`config.mk`:
```
export PLATFORM = sky130hd
export DESIGN_NAME = micro_sequencer
export DESIGN_NICKNAME = d
export VERILOG_FILES = /design/src/rtl/ucode_pkg.sv /design/src/rtl/micro_sequencer_branch_eval.sv /design/src/rtl/micro_sequencer.sv
export SDC_FILE = /design/constraint.sdc
export NUM_CORES = 1
export LEC_CHECK = 0
export CAP_MARGIN = 10
export CORE_MARGIN = 5
export CORE_UTILIZATION = 44
export DETAILED_ROUTE_END_ITERATION = 8
export PLACE_DENSITY = 0.8
export SLEW_MARGIN = 15
export SYNTH_ARGS = -nofsm -noshare
export SYNTH_HDL_FRONTEND = slang
export SYNTH_SLANG_ARGS = --single-unit
export TNS_END_PERCENT = 10
```
`constraint.sdc`:
```
create_clock -name clk -period 2.1 [get_ports clk]
set_clock_uncertainty 0.05 [all_clocks]
set_input_delay 0.42 -clock clk [delete_from_list [all_inputs] [get_ports clk]]
set_output_delay 0.42 -clock clk [all_outputs]
set_load 0.01 [all_outputs]
```
`src/rtl/ucode_pkg.sv`:
```
// Shared types and field encodings for the microprogram sequencer.
package ucode_pkg;

    localparam int ADDR_W_DEF = 16;
    localparam int OPS_W_DEF  = 6;

    typedef enum logic [1:0] {
        IDLE = 2'd0,
        RUN  = 2'd1,
        DONE = 2'd2
    } seq_state_t;

    localparam logic [1:0] COND_ALWAYS    = 2'b00;
    localparam logic [1:0] COND_ZERO      = 2'b01;
    localparam logic [1:0] COND_CORE_DONE = 2'b10;
    localparam logic [1:0] COND_HALT      = 2'b11;

endpackage

```
`src/rtl/micro_sequencer_branch_eval.sv`:
```
// Decodes the ROM condition/BT fields into a branch-taken or halt decision.
module branch_eval
    import ucode_pkg::*;
(
    input  logic [1:0] condition,
    input  logic       bt,
    input  logic       zero_flag,
    input  logic       core_done,
    output logic       taken,
    output logic       halt
);

    logic cond_true;

    always_comb begin
        cond_true = 1'b1;
        halt      = 1'b0;
        unique case (condition)
            COND_ALWAYS:    cond_true = 1'b1;
            COND_ZERO:      cond_true = zero_flag;
            COND_CORE_DONE: cond_true = core_done;
            COND_HALT:      halt      = 1'b1;
        endcase
    end

    // bt selects polarity: jump when the condition matches it
    assign taken = (cond_true == bt);

endmodule

```
`src/rtl/micro_sequencer.sv`:
```
// Micro-PC sequencer: walks the external microcode ROM and issues its control words.
module micro_sequencer
    import ucode_pkg::*;
#(
    parameter int                ADDR_W     = ADDR_W_DEF,
    parameter int                OPS_W      = OPS_W_DEF,
    parameter logic [ADDR_W-1:0] START_ADDR = '0,
    parameter int                WDOG_MAX   = 4096
) (
    input  logic              clk,
    input  logic              rst,
    input  logic              start,
    input  logic              abort,
    input  logic              stall,
    input  logic              zero_flag,
    input  logic              core_done,
    input  logic [1:0]        condition,
    input  logic              bt,
    input  logic [ADDR_W-1:0] jump_addr,
    input  logic [OPS_W-1:0]  ops,
    output logic [ADDR_W-1:0] upc,
    output logic [OPS_W-1:0]  ops_out,
    output logic              ops_valid,
    output logic              busy,
    output logic              done,
    output logic              error
);

    localparam int               CNT_W    = $clog2(WDOG_MAX + 1);
    localparam logic [CNT_W-1:0] WDOG_LIM = CNT_W'(WDOG_MAX);

    seq_state_t        state_q, state_d;
    logic [ADDR_W-1:0] upc_q, upc_d;
    logic [OPS_W-1:0]  ops_q, ops_d;
    logic              vld_q, vld_d;
    logic              err_q, err_d;
    logic [CNT_W-1:0]  cnt_q, cnt_d;
    logic              taken;
    logic              halt;

    branch_eval u_branch_eval (
        .condition (condition),
        .bt        (bt),
        .zero_flag (zero_flag),
        .core_done (core_done),
        .taken     (taken),
        .halt      (halt)
    );

    always_comb begin
        state_d = state_q;
        upc_d   = upc_q;
        ops_d   = ops_q;
        vld_d   = 1'b0;
        err_d   = err_q;
        cnt_d   = cnt_q;
        unique case (state_q)
            IDLE: begin
                if (start && !abort) begin
                    state_d = RUN;
                    upc_d   = START_ADDR;
                    cnt_d   = '0;
                    err_d   = 1'b0;
                end
            end
            RUN: begin
                // abort, then watchdog, then stall, then halt/issue
                if (abort) begin
                    state_d = IDLE;
                    ops_d   = '0;
                end else if (cnt_q == WDOG_LIM) begin
                    state_d = IDLE;
                    ops_d   = '0;
                    err_d   = 1'b1;
                end else if (!stall) begin
                    if (halt) begin
                        state_d = DONE;
                        ops_d   = '0;
                    end else begin
                        ops_d = ops;
                        vld_d = 1'b1;
                        upc_d = taken ? jump_addr : upc_q + 1'b1;
                        cnt_d = cnt_q + 1'b1;
                    end
                end
            end
            DONE: begin
                state_d = IDLE;
                ops_d   = '0;
            end
            default: begin
                state_d = IDLE;
                ops_d   = '0;
            end
        endcase
    end

    always_ff @(posedge clk) begin
        if (rst) begin
            state_q <= IDLE;
            upc_q   <= START_ADDR;
            ops_q   <= '0;
            vld_q   <= 1'b0;
            err_q   <= 1'b0;
            cnt_q   <= '0;
        end else begin
            state_q <= state_d;
            upc_q   <= upc_d;
            ops_q   <= ops_d;
            vld_q   <= vld_d;
            err_q   <= err_d;
            cnt_q   <= cnt_d;
        end
    end

    assign upc       = upc_q;
    assign ops_out   = ops_q;
    assign ops_valid = vld_q;
    assign error     = err_q;
    assign busy      = (state_q == RUN);
    assign done      = (state_q == DONE);

endmodule

```
==> impl_results.md <==
* Outcome: completed
* Post-Synthesis Cells at 261
* I/O Buffers at 57
* TritonRoute pass-1 iters at 4
* Clk slew on worst S/H paths at 0.08 ns
* Area growth, synth to finish at 48.5%
* Core Rows at 25
* RSZ-0062 raised after global routing: true
* Pwr Total at 1.55 mW
* Slowest cell on crit path: or4b_4
* Clock buffer depth at 2
* Most frequent cells in the layout: 55 x clkdlybuf4s50_1, 39 x dfxtp_1, 32 x buf_4, 30 x nand2_1, 21 x a21oi_1
* Data required time of the worst path at 2.29 ns
* Initial antenna violation count at 0
* Die area at 6400 um^2
* Max incr delay on CP at 0.55 ns
* HPWL Detailed at 4380 um
* Pin count of the biggest net entering global routing at 25
* Worst-Skew Late Latency at 0.30 ns
* Final setup margin at 0.0410 ns
* CTS tree: yes
* Die height at 80.0 um
* Routed len/inst at 13.8 um
* # diodes at 0
* Final GP Congestion at 0.907
* I/O pins at 58
* CTS Hold Bufs at 0
* WS Path Type: in -> reg
* #FFs+latches synth at 39
* Worst-path fanout max at 6
* Chip width at 80.0 um
* Yosys Warn Count at 0
* Post-synthesis sequential area ratio at 36.2%
* Final setup violation count at 0
* Worst-Margin Slew at 0.433 ns
* Cell Pwr Density at 484 nW/um^2
* Worst hold margin at 0.414 ns
* Final min period at 2.06 ns
* FFs w/ async S/R, synth at 0%
* DR vias/cell at 5.48
* Clock Sinks at 39
* Global route total overflow at 0
* Drt total wl at 5790 um
* Max_cap viols at 0
* Worst min path class: reg -> reg
* Max Slew Vio Count at 0
* Post-Syn Area per Cell at 8.26 um^2
* Static Leak at 1.16 nW
* Peak VDD IR at 0.303 mV
* CP Capture Type: flop
* First-pass GRT wire length at 9850 um
* Part of the cycle the worst path needs at 98.0%
* Fillers at 412
* Remaining antenna violation count after routing at 0
* Layout cells sized above 1 at 17.3%
* TritonCTS buffer count at 5
* Most common cell after layout, fill and taps aside: clkdlybuf4s50_1
* Via count at 2295
* CTS HTree Levels at 2
* Initial drt markers at 169
* Crit path arrival time at 2.25 ns
* Largest cells by area after synthesis: dfxtp_1 36%, nand2_1 5.2%, a21oi_1 5.1%, xnor2_1 4.5%, o21ai_0 3.7%
* Global-route usage over all layers at 19.1%
* Starting density of the core at 45.3%
* Pre-CTS setup slack at -0.461 ns
* F_max at 486 MHz
* Prevailing post-synth register cell: dfxtp_1
* Relative max-transition margin at 71.0%
* Synth area leader: dfxtp_1
* Cell Chain, Critical Path: clkdlybuf4s50_1 -> or4b_4 -> nor3_4 -> nand3_2 -> or3_1 -> nand3_1
* Nets at 390
* Core Util, Final at 67.3%
* Post-CTS setup buffer count at 0
* Clock root cell: clkbuf_8
* Syn nets at 299
* Netlist cell types at 47
* # DRC at 0
* Post-synth EDFFs at 0
* Core Area at 4750 um^2
* Top-area cell type share of the netlist area at 36.2%
* Worst setup SP type: input pin
* Final hold violation count at 0
* Vias in the first global route at 2202
* Mapped Area at 2160 um^2
-- final timing paths --
| kind | from | endpoint | slack [ns] | cells past startpoint |
|---|---|---|---|---|
| min | ops_out[2]$_SDFFE_PP0P_ | ops_out[2]$_SDFFE_PP0P_ | 0.41 | 2 |
| max reg2reg | cnt_q[2]$_SDFFE_PP0P_ | upc[11]$_SDFFE_PP0P_ | 0.15 | 6 |
| min reg2reg | ops_out[2]$_SDFFE_PP0P_ | ops_out[2]$_SDFFE_PP0P_ | 0.41 | 2 |
| max | abort | upc[15]$_SDFFE_PP0P_ | 0.04 | 6 |
-- metrics by stage --
step / setup TNS [ns] / instances / area, um^2
floorplan: 0 / 261 / 2160
global route: -0.0568 / 419 / 3200
CTS: 0 / 419 / 3190
global placement: -9.08 / 412 / 3050
detailed placement: -10.64 / 412 / 3050
finish: 0 / 419 / 3200
-- worst max-delay path: cells and delay by family --
kind,cells,cell delay [ns]
AND/OR/NAND/NOR,5,1.37
buffers and inverters,1,0.45
-- what timing repair did --
action	4_1_cts	5_1_grt
pin swaps	4	0
gates resized for setup	12	2
setup endpoints to repair	23	4
-- where the power goes --
| part | switching [mW] | leakage (nW) | internal (mW) |
|---|---|---|---|
| Sequential | 0.00455 | 0.314 | 0.744 |
| Combinational | 0.122 | 0.803 | 0.154 |
| Clock | 0.267 | 0.0470 | 0.258 |
-- cells in the mapped netlist, drive strengths merged, types with 2 or more instances --
cell     instances
ha               6
nor2            15
mux2i            7
nor4b            2
nand3           14
or3              4
nor3b            5
inv             14
nor2b            3
nand4            6
a211o            2
dfxtp           39
nor4             5
nor3            15
and4             3
or2              2
o21ai           16
clkbuf           3
buf              4
or4              2
o22ai            5
xnor2           11
a21oi           23
nand2           30
xor2             3
o2bb2ai          4
and3             5
-- cell families after synthesis --
logic type	share of synthesized area, %
AND/OR/NAND/NOR	30.2
AO/OA/AOI/OAI	16.9
flip-flops	36.2
buffers and inverters	4.29
XOR/XNOR	5.69
multiplexers	3.25
adder cells (fa/ha/maj)	3.48
-- per-layer routing --
layer	vias to the layer above	global-route usage, %	wire, um
met2	83	32.3	2780
met5	-	0	0
met4	0	5.74	92
met1	1073	24.0	2460
li1	1129	-	-
met3	10	4.29	457
-- flip-flops by register name, summed over array words and instances (netlist names) --
name	flops
cnt_q	13
error	1
ops_out	6
ops_valid	1
state_q	2
upc	16
-- area by class of cell --
class | count | area [um^2] | share of cell area (%)
clock buffers | 6 | 82.6 | 2.58
flip-flops and latches | 39 | 781 | 24.4
inverters | 14 | 52.6 | 1.64
repair buffers | 91 | 848 | 26.5
multi-input cells | 201 | 1350 | 42.1
clock inverters | 1 | 5.00 | 0.156
well taps | 67 | 83.8 | 2.62
No activity file was read; power rests on OpenSTA's default activity.
